## src/rtl/uart_rx_fifo.sv

```systemverilog
// UART receiver with runtime parity/stop configuration, error/break detection and an RX FIFO.
// Optional build macro UART_RX_MAJORITY_EN: 3-sample majority vote around each bit sample point.
module uart_rx_fifo #(
    parameter int DATA_W     = 8,
    parameter int FIFO_DEPTH = 8
) (
    input  logic                          clk_i,
    input  logic                          rst_i,
    input  logic                          rx_en_i,
    input  logic                          rx_i,
    input  logic [15:0]                   clks_per_bit_i,
    input  logic                          parity_en_i,
    input  logic                          parity_odd_i,
    input  logic                          stop2_i,
    output logic                          rx_valid_o,
    input  logic                          rx_ready_i,
    output logic [DATA_W-1:0]             rx_data_o,
    output logic                          rx_perr_o,
    output logic                          rx_ferr_o,
    output logic                          rx_break_o,
    output logic                          overrun_o,
    output logic [$clog2(FIFO_DEPTH):0]   fifo_level_o,
    output logic                          busy_o
);

    localparam int AW    = $clog2(FIFO_DEPTH);
    localparam int LVL_W = AW + 1;
    localparam int ENT_W = DATA_W + 3;

    typedef enum logic [2:0] {
        ST_IDLE, ST_START, ST_DATA, ST_PARITY, ST_STOP1, ST_STOP2, ST_BRK_WAIT
    } state_e;

    function automatic logic parity_err_f(input logic [DATA_W-1:0] d, input logic p,
                                          input logic odd);
        return (((^d) ^ p) != odd);
    endfunction

`ifdef UART_RX_MAJORITY_EN
    function automatic logic maj3_f(input logic a, input logic b, input logic c);
        return ((a & b) | (a & c) | (b & c));
    endfunction
`endif

    state_e              state_r, state_n;
    logic                rx_meta_r, rxs_r;
    logic [15:0]         cpb_r, cnt_r, cnt_n;
    logic                par_en_r, par_odd_r, stop2_r;
    logic [3:0]          bit_idx_r, bit_idx_n;
    logic [DATA_W-1:0]   data_r, data_n;
    logic                pbit_r, pbit_n;
    logic                start_s, sample_s, bit_end_s;
    logic [15:0]         half_s;
    logic                push_s, push_ferr_s, push_brk_s, push_perr_s;
    logic [ENT_W-1:0]    mem_r [FIFO_DEPTH];
    logic [AW-1:0]       wr_ptr_r, rd_ptr_r;
    logic [LVL_W-1:0]    level_r;
    logic                overrun_r;
    logic                pop_s, full_s, wr_en_s;
    logic [ENT_W-1:0]    head_s;

    // Two-flop synchroniser for the asynchronous serial line
    always_ff @(posedge clk_i) begin
        if (rst_i) begin
            rx_meta_r <= 1'b1;
            rxs_r     <= 1'b1;
        end else begin
            rx_meta_r <= rx_i;
            rxs_r     <= rx_meta_r;
        end
    end

`ifdef UART_RX_MAJORITY_EN
    logic rxs_d_r;
    // One-cycle history of the synchronised line; rx_meta_r serves as the +1 sample
    always_ff @(posedge clk_i) begin
        if (rst_i) begin
            rxs_d_r <= 1'b1;
        end else begin
            rxs_d_r <= rxs_r;
        end
    end
    assign sample_s = maj3_f(rx_meta_r, rxs_r, rxs_d_r);
`else
    assign sample_s = rxs_r;
`endif

    assign half_s    = (cpb_r - 16'd1) >> 1;
    assign bit_end_s = (cnt_r == (cpb_r - 16'd1));

    // Frame configuration captured at start detection so mid-frame changes are ignored
    always_ff @(posedge clk_i) begin
        if (rst_i) begin
            cpb_r     <= 16'd0;
            par_en_r  <= 1'b0;
            par_odd_r <= 1'b0;
            stop2_r   <= 1'b0;
        end else if (start_s) begin
            cpb_r     <= clks_per_bit_i;
            par_en_r  <= parity_en_i;
            par_odd_r <= parity_odd_i;
            stop2_r   <= stop2_i;
        end
    end

    // Receiver state and datapath registers
    always_ff @(posedge clk_i) begin
        if (rst_i) begin
            state_r   <= ST_IDLE;
            cnt_r     <= 16'd0;
            bit_idx_r <= 4'd0;
            data_r    <= {DATA_W{1'b0}};
            pbit_r    <= 1'b0;
        end else begin
            state_r   <= state_n;
            cnt_r     <= cnt_n;
            bit_idx_r <= bit_idx_n;
            data_r    <= data_n;
            pbit_r    <= pbit_n;
        end
    end

    // Next-state logic; the frame is pushed at the final stop-bit sample
    always_comb begin
        state_n     = state_r;
        cnt_n       = cnt_r;
        bit_idx_n   = bit_idx_r;
        data_n      = data_r;
        pbit_n      = pbit_r;
        start_s     = 1'b0;
        push_s      = 1'b0;
        push_ferr_s = 1'b0;
        push_brk_s  = 1'b0;
        push_perr_s = 1'b0;
        case (state_r)
            ST_IDLE: begin
                if (!rxs_r && rx_en_i && (clks_per_bit_i >= 16'd4)) begin
                    state_n = ST_START;
                    cnt_n   = 16'd0;
                    start_s = 1'b1;
                end else begin
                    state_n = ST_IDLE;
                end
            end
            ST_START: begin
                if (cnt_r == half_s) begin
                    if (sample_s) begin
                        state_n = ST_IDLE;
                    end else begin
                        state_n   = ST_DATA;
                        cnt_n     = 16'd0;
                        bit_idx_n = 4'd0;
                    end
                end else begin
                    cnt_n = cnt_r + 16'd1;
                end
            end
            ST_DATA: begin
                if (bit_end_s) begin
                    cnt_n  = 16'd0;
                    data_n = {sample_s, data_r[DATA_W-1:1]};
                    if (bit_idx_r == 4'(DATA_W - 1)) begin
                        state_n = par_en_r ? ST_PARITY : ST_STOP1;
                    end else begin
                        bit_idx_n = bit_idx_r + 4'd1;
                    end
                end else begin
                    cnt_n = cnt_r + 16'd1;
                end
            end
            ST_PARITY: begin
                if (bit_end_s) begin
                    cnt_n   = 16'd0;
                    pbit_n  = sample_s;
                    state_n = ST_STOP1;
                end else begin
                    cnt_n = cnt_r + 16'd1;
                end
            end
            ST_STOP1: begin
                if (bit_end_s) begin
                    cnt_n = 16'd0;
                    if (sample_s && stop2_r) begin
                        state_n = ST_STOP2;
                    end else begin
                        push_s      = 1'b1;
                        push_ferr_s = !sample_s;
                        push_perr_s = par_en_r & parity_err_f(data_r, pbit_r, par_odd_r);
                        // Break: line low through data, parity and stop
                        push_brk_s  = !sample_s && (data_r == {DATA_W{1'b0}}) &&
                                      (!par_en_r || !pbit_r);
                        state_n     = push_brk_s ? ST_BRK_WAIT : ST_IDLE;
                    end
                end else begin
                    cnt_n = cnt_r + 16'd1;
                end
            end
            ST_STOP2: begin
                if (bit_end_s) begin
                    cnt_n       = 16'd0;
                    push_s      = 1'b1;
                    push_ferr_s = !sample_s;
                    push_perr_s = par_en_r & parity_err_f(data_r, pbit_r, par_odd_r);
                    state_n     = ST_IDLE;
                end else begin
                    cnt_n = cnt_r + 16'd1;
                end
            end
            ST_BRK_WAIT: begin
                if (rxs_r) begin
                    state_n = ST_IDLE;
                end else begin
                    state_n = ST_BRK_WAIT;
                end
            end
            default: begin
                state_n = ST_IDLE;
            end
        endcase
    end

    assign pop_s   = rx_ready_i && (level_r != {LVL_W{1'b0}});
    assign full_s  = (level_r == LVL_W'(FIFO_DEPTH));
    // A full FIFO still accepts the push when the head leaves in the same cycle
    assign wr_en_s = push_s && (!full_s || pop_s);

    // FIFO storage; contents are don't-care until written
    always_ff @(posedge clk_i) begin
        if (wr_en_s) begin
            mem_r[wr_ptr_r] <= {push_brk_s, push_ferr_s, push_perr_s, data_r};
        end
    end

    // FIFO pointers, occupancy and overrun pulse
    always_ff @(posedge clk_i) begin
        if (rst_i) begin
            wr_ptr_r  <= {AW{1'b0}};
            rd_ptr_r  <= {AW{1'b0}};
            level_r   <= {LVL_W{1'b0}};
            overrun_r <= 1'b0;
        end else begin
            if (wr_en_s) begin
                wr_ptr_r <= wr_ptr_r + AW'(1);
            end
            if (pop_s) begin
                rd_ptr_r <= rd_ptr_r + AW'(1);
            end
            level_r   <= level_r + LVL_W'(wr_en_s) - LVL_W'(pop_s);
            overrun_r <= push_s && full_s && !pop_s;
        end
    end

    assign head_s       = mem_r[rd_ptr_r];
    assign rx_valid_o   = (level_r != {LVL_W{1'b0}});
    assign rx_data_o    = rx_valid_o ? head_s[DATA_W-1:0] : {DATA_W{1'b0}};
    assign rx_perr_o    = rx_valid_o & head_s[DATA_W];
    assign rx_ferr_o    = rx_valid_o & head_s[DATA_W+1];
    assign rx_break_o   = rx_valid_o & head_s[DATA_W+2];
    assign overrun_o    = overrun_r;
    assign fifo_level_o = level_r;
    assign busy_o       = (state_r != ST_IDLE);

endmodule
```

## config.mk

```make
export PLATFORM = sky130hd
export DESIGN_NAME = uart_rx_fifo
export DESIGN_NICKNAME = d
export VERILOG_FILES = /design/src/rtl/uart_rx_fifo.sv
export SDC_FILE = /design/constraint.sdc
export NUM_CORES = 1
export LEC_CHECK = 0
export CORE_UTILIZATION = 52
export CTS_CLUSTER_SIZE = 20
export DETAILED_ROUTE_END_ITERATION = 8
export PLACE_DENSITY = 0.81
export SLEW_MARGIN = 20
export SYNTH_ARGS = -nofsm -noshare
export SYNTH_HDL_FRONTEND = slang
export SYNTH_SLANG_ARGS = --single-unit
```

## constraint.sdc

```tcl
create_clock -name clk_i -period 11.66 [get_ports clk_i]
set_input_delay 1.749 -clock clk_i [delete_from_list [all_inputs] [get_ports clk_i]]
set_output_delay 1.749 -clock clk_i [all_outputs]
set_load 0.02 [all_outputs]
```

Yosys cells after proc, flatten, opt, wreduce, memory -nomap -nowiden
Memories as Yosys holds them, arrays and structs flattened. A register that Yosys moved wholly into a read port is not among the register bits. Index checks and enable logic that the tools add are counted.

Flip-flop bits (word level): 64. Latch bits: 0. RAM bits: 88. Memory bits (read-only): 0. Bits of input ports: 24. Output and inout bits: 18. Logic and storage cells: 124. Memories: 1.

Memories: mem_r (words 8, width 11, rd ports 1, clocked after memory_dff 1, write ports 1, line 55) `logic [ENT_W-1:0] mem_r [FIFO_DEPTH];`.

Add/sub/neg operators: 7. Multiply operators: 0. Div/mod/pow operators: 0. $lt $le $gt $ge: 1. Equal/unequal tests: 21. Shift-type cells: 0. Muxes and demuxes: 45. Bitwise logic cells: 5. Reduce and logical (&&, ||, !) cells: 29.

Operators by type and width (number): 16-bit 2-to-1 mux (4); 16-bit one-hot mux with 3 select lines (1); 3-bit 2-to-1 mux (12); 3-bit one-hot mux with 7 select lines (1); 2-bit != test, second input constant (9); 1-bit 2-to-1 mux (17); 16-bit by 1-bit adder with 16-bit output, second input constant (1); 16-bit by 15-bit equality test with 1-bit output (1); 16-bit equality test (1); 16-bit by 3-bit greater-or-equal comparator with 1-bit output, second input constant (1); 4-bit 2-to-1 mux (4); 16-bit by 1-bit subtractor with 16-bit output, second input constant (1); 3-bit equality test, second input constant (3); 1-bit logical AND (9); 8-bit zero test (1); 8-bit 2-to-1 mux (1); 4-bit one-hot mux with 2 select lines (1); 8-bit XOR reduction (1); 3-bit by 1-bit adder with 3-bit output, second input constant (2); 3-bit by 2-bit equality test with 1-bit output, second input constant (2); 1-bit one-hot mux with 2 select lines (3); 6-bit AND reduction (1); 3-bit nonzero test (2); 1-bit zero test (5); other kinds (19) (24).

Longest topological paths before layout
Word-level depth: 7. Mapped depth: 17. Mapped depth without buffers: 16.

Worst setup path after synthesis
Ideal clock, no wire load.

Path type: register to register. From: register cpb_r[0]. To: memory mem_r[4][0] in the netlist's numbering, enable pin. Arrival: 3.721 ns. Slack: 7.546 ns. Cell stages (with the launch flop): 12. Clock period less this slack: 4.114 ns. Cells stage by stage: dfxtp_1 -> inv_1 -> ha_1 -> or3b_2 -> or4_1 -> a21oi_1 -> o221ai_2 -> nor4_4 -> nand2_1 -> nor3b_2 -> nand2_1 -> nor3_1.

Cells in the longest elaborated chain, start to end: 7.

RTL lines: start: declaration (line 47) `logic [15:0] cpb_r, cnt_r, cnt_n;`; start signal: assignment (line 99) `cpb_r <= clks_per_bit_i;`; 16-bit by 1-bit subtractor with 16-bit output (*) (line 89) `assign bit_end_s = (cnt_r == (cpb_r - 16'd1));`; 16-bit equality test (*) (line 89); 1-bit 2-to-1 mux (on tied branches) (line 199, 181); 1-bit one-hot mux with 2 select lines (*) (line 135) `case (state_r)`; 1-bit logical AND (*) (line 225) `assign wr_en_s = push_s && (!full_s || pop_s);`; 1-bit 2-to-1 mux (*) (line 229) `if (wr_en_s) begin`; 1-bit 2-to-1 mux (not written as such) (*) (line 230) `mem_r[wr_ptr_r] <= {push_brk_s, push_ferr_s, push_perr_s, data_r};`; end: declaration (line 55).

Mark *: on every way between the ends. The rest lies on a longest branch, timed or not.

Final worst setup path
From: register cpb_r[0]. To: memory mem_r[6][7] in the netlist's numbering, enable pin.

Same word-level chain as after synthesis.

==> impl_metrics.prom <==
# TYPE chip_impl_metric gauge
chip_impl_info{name="outcome",value="complete, no violations"} 1
chip_impl_info{name="timing.critical_path.from",value="cpb_r[0]"} 1
chip_impl_metric{name="detail_route.drc_violations",unit=""} 0
chip_impl_metric{name="finalCriticalPeriod",unit="ns"} 4.71
chip_impl_metric{name="post_cts.repair.setup_buffers",unit=""} 0
chip_impl_metric{name="nets",unit=""} 757
chip_impl_metric{name="clock_latency",unit="ns"} 0.43
chip_impl_metric{name="routed_wirelength",unit="um"} 18100
chip_impl_metric{name="power_report.internal_total",unit="W"} 0.00111
chip_impl_metric{name="slew-limit-headroom",unit=""} 0.269
chip_impl_info{name="post-synth-top-area-cell",value="edfxtp_1"} 1
chip_impl_metric{name="combinationalPowerShare",unit=""} 0.276
chip_impl_metric{name="drv.max_cap_violation_count",unit=""} 0
chip_impl_metric{name="switching_power_of_the_nets",unit="W"} 0.000512
chip_impl_metric{name="drt_pre_antenna_iters",unit=""} 5
chip_impl_metric{name="cp_slowest_stage_delay",unit="ns"} 0.87
chip_impl_metric{name="p_per_area",unit="nW/um^2"} 184
chip_impl_metric{name="fill_cells",unit=""} 1137
chip_impl_info{name="r2r-end",value="mem_r[6][7]"} 1
chip_impl_metric{name="grt_antenna_before_repair",unit=""} 0
chip_impl_metric{name="final_design_area_no_fill",unit="sq um"} 8800
chip_impl_metric{name="vdd_drop_max",unit="mV"} 0.131
chip_impl_metric{name="switching_share",unit=""} 0.316
chip_impl_metric{name="synth_edf_count",unit=""} 88
chip_impl_metric{name="cp_max_fo",unit=""} 11
chip_impl_metric{name="cts_max_level",unit=""} 4
chip_impl_metric{name="timing.final.crit_share",unit=""} 0.404
chip_impl_metric{name="clock-skew-final",unit="ns"} 0.00939
chip_impl_metric{name="final_core_util",unit=""} 0.606
chip_impl_metric{name="placement_rows",unit=""} 44
chip_impl_metric{name="groute.usage.overall",unit=""} 0.253
chip_impl_info{name="tritoncts",value="yes"} 1
chip_impl_info{name="synth_common_cells",value="edfxtp_1, nor2_1, dfxtp_1"} 1
chip_impl_metric{name="insertedDiodeCount",unit=""} 0
chip_impl_metric{name="power.leakage",unit="nW"} 3.07
chip_impl_metric{name="worstHoldPathCells",unit=""} 1
chip_impl_metric{name="post_synth.cell_area_avg",unit="sq um"} 11.1
chip_impl_metric{name="place_worst_setup_slack",unit="ns"} 6.76
chip_impl_metric{name="clock_sinks",unit=""} 155
chip_impl_metric{name="finalSetupViolCount",unit=""} 0
chip_impl_metric{name="timing.setup.tns",unit="ns"} 0
chip_impl_metric{name="number_of_pins_with_negative_max_slew_slack_in_the_final_report",unit=""} 0
chip_impl_metric{name="clock_path_buffers",unit=""} 2
chip_impl_metric{name="drive_gt1_frac",unit=""} 0.109
chip_impl_info{name="synthTopCellsByArea",value="edfxtp_1, dfxtp_1, mux4_2"} 1
chip_impl_metric{name="vias_in_the_first_global_route",unit=""} 5534
chip_impl_info{name="yosysMostFrequentCell",value="edfxtp_1"} 1
chip_impl_metric{name="ys_types",unit=""} 71
chip_impl_info{name="worstSetupPathType",value="reg2reg"} 1
chip_impl_metric{name="pin_count_of_the_biggest_net_entering_global_routing",unit=""} 51
chip_impl_info{name="timing.hold.worst.start",value="rx_meta_r"} 1
chip_impl_metric{name="y_dimension_of_the_die",unit="um"} 124
chip_impl_metric{name="finalWorstSetupSlack",unit="ns"} 6.95
chip_impl_metric{name="synth_cells",unit=""} 695
chip_impl_metric{name="flow.area_growth_from_synthesis",unit="%"} 14.0
chip_impl_info{name="cpMaxStageDelayCell",value="nor2_1"} 1
chip_impl_metric{name="num_vias",unit=""} 5646
chip_impl_metric{name="timing.critical_path.depth",unit=""} 9
chip_impl_metric{name="dieWidth",unit="um"} 124
chip_impl_metric{name="upper_clock_frequency_limit",unit="GHz"} 0.212
chip_impl_metric{name="worst_ep_arrival_time",unit="ns"} 4.75
chip_impl_info{name="cp_top_family",value="simple AND/OR/NAND/NOR gates"} 1
chip_impl_metric{name="pwr-share-clk",unit=""} 0.338
chip_impl_info{name="r2r_start",value="cpb_r[0]"} 1
chip_impl_metric{name="route.detailed.vias_per_inst",unit=""} 6.17
chip_impl_metric{name="grt_first_pass_wirelength",unit="um"} 28600
chip_impl_metric{name="globalRouteOverflowTotal",unit=""} 0
chip_impl_metric{name="tritoncts.num_buffers",unit=""} 17
chip_impl_metric{name="rrSetupSlack",unit="ns"} 6.95
chip_impl_info{name="holdPathEnd",value="rxs_r"} 1
chip_impl_metric{name="synth_top_area_share",unit=""} 0.342
chip_impl_metric{name="hold_ws",unit="ns"} 0.417
chip_impl_metric{name="number_of_top_level_design_ports",unit=""} 42
chip_impl_metric{name="mappedNetlistArea",unit="sq um"} 7720
chip_impl_metric{name="die-area",unit="sq um"} 15300
chip_impl_metric{name="tightest_slew",unit="ns"} 1.09
chip_impl_info{name="worstHoldPathType",value="reg2reg"} 1
chip_impl_metric{name="post_synthesis_net_count",unit=""} 734
chip_impl_info{name="cp-start-kind",value="register"} 1
chip_impl_metric{name="critical_path_required",unit="ns"} 11.70
chip_impl_metric{name="core_area",unit="sq um"} 14500
chip_impl_metric{name="yosys_warnings",unit=""} 0
chip_impl_metric{name="finalWeightedCongestion",unit=""} 0.906
chip_impl_metric{name="synth-async-reset-ratio",unit=""} 0
chip_impl_info{name="timing.critical_path.to_type",value="register"} 1
chip_impl_metric{name="timing.critical_path.buf_inv",unit=""} 0
chip_impl_metric{name="port_buffers",unit=""} 41
chip_impl_info{name="cts.root.buffer_cell",value="clkbuf_16"} 1
chip_impl_metric{name="initial_utilization",unit=""} 0.531
chip_impl_metric{name="ys_seq_elements",unit=""} 155
chip_impl_info{name="grt_setup_unrepaired",value="no"} 1
chip_impl_metric{name="final_antenna_violating_net_count",unit=""} 0
chip_impl_metric{name="clkSlewWorstSetupHoldPaths",unit="ns"} 0.07
chip_impl_metric{name="dr.first_iter.drc_count",unit=""} 487
chip_impl_metric{name="synth_seq_area_share",unit=""} 0.516
chip_impl_metric{name="cts-resized-gates",unit=""} 0
chip_impl_metric{name="worst-r2r-cell-count",unit=""} 9
chip_impl_info{name="ys.flop_type",value="edfxtp_1"} 1
chip_impl_metric{name="detailedPlacementHpwl",unit="um"} 12200
chip_impl_metric{name="route.detailed.wl_per_inst",unit="um"} 19.7
chip_impl_metric{name="seq_power_share",unit=""} 0.387
chip_impl_metric{name="timing_hold_violations_final",unit=""} 0
chip_impl_metric{name="placedInstanceArea",unit="sq um"} 8200
chip_impl_info{name="timing.critical_path.cells",value="or4_1 > nor2_1 > mux2_2 > nor4_1 > o2111a_1 > nand2_1 > nor3b_2 > nand2_1 > nor2_1"} 1
chip_impl_metric{name="number_of_hold_repair_buffers_added_at_the_cts_stage",unit=""} 0
## logic make-up (layout without fill, tap and decap cells)
family / Yosys count / count (layout) / synth area share
AOI/OAI and AO/OA: 111 / 111 / 0.0938
xor gates and xnor gates: 40 / 40 / 0.0489
adders and majority gates: 15 / 15 / 0.0253
buffers and inverters: 67 / 103 / 0.0363
DFF: 155 / 155 / 0.516
muxes: 56 / 56 / 0.108
and+or+nand+nor: 251 / 251 / 0.171
## stage by stage
stage	power (W)	std cells
3_3_place_gp	0.00106	883
2_1_floorplan	0.000945	695
4_1_cts	0.00162	915
6_report	0.00162	915
3_5_place_dp	0.00108	883
5_1_grt	0.00169	915
## power groups by stage
stage	clock network (W)	registers [W]	logic, W
global placement	0	0.000636	0.000427
detailed placement	0	0.000638	0.000442
floorplan	0	0.000626	0.000320
finish	0.000547	0.000626	0.000447
CTS	0.000552	0.000626	0.000446
global route	0.000574	0.000630	0.000487
## worst max-delay path by stage
stage	slack [ns]	endpoint
final	6.95	mem_r[6][7]
after global routing	6.61	mem_r[5][9]
after CTS	6.95	mem_r[6][6]
after detailed placement	6.76	cnt_r[10]
after global placement	6.95	cnt_r[0]
after floorplan	7.55	mem_r[4][0]
## cell usage in the layout, fill, tap and decap left out, types with 10 or more instances in the layout
| cell | count |
|---|---|
| nor4_1 | 14 |
| mux2i_1 | 33 |
| clkbuf_16 | 17 |
| xor2_1 | 15 |
| or3_1 | 11 |
| nor2_1 | 80 |
| nand2_1 | 42 |
| inv_1 | 24 |
| xnor2_1 | 23 |
| nand3_1 | 19 |
| edfxtp_1 | 88 |
| dfxtp_1 | 67 |
| mux4_2 | 22 |
| clkdlybuf4s50_1 | 40 |
| a21oi_1 | 36 |
| o21ai_0 | 21 |
| nor3_1 | 10 |
| ha_1 | 14 |
## layout make-up
cell class / instances / area, sq um / area share
repair buffers: 45 / 435 / 0.0495
inverters: 26 / 97.6 / 0.0111
well taps: 184 / 230 / 0.0262
flip-flops and latches: 155 / 3980 / 0.453
clock inverters: 12 / 128 / 0.0145
multi-input cells: 473 / 3470 / 0.394
clock buffers: 20 / 457 / 0.0519
## layer usage
metal	vias up	global-route usage	share of wire
li1	2634	-	-
met1	2758	0.319	0.43
met2	225	0.412	0.48
met3	29	0.0691	0.072
met4	0	0.101	0.020
met5	-	0	0
## flip-flops by register name, indices dropped and copies added, names as in the netlist, named ones only
signal / cells
pbit_r: 1
bit_idx_r: 4
rxs_r: 1
cnt_r: 16
par_en_r: 1
rx_meta_r: 1
wr_ptr_r: 3
cpb_r: 16
overrun_o: 1
data_r: 8
par_odd_r: 1
fifo_level_o: 4
stop2_r: 1
state_r: 3
rd_ptr_r: 3
mem_r: 88
Power figures use the tool's default switching activity.
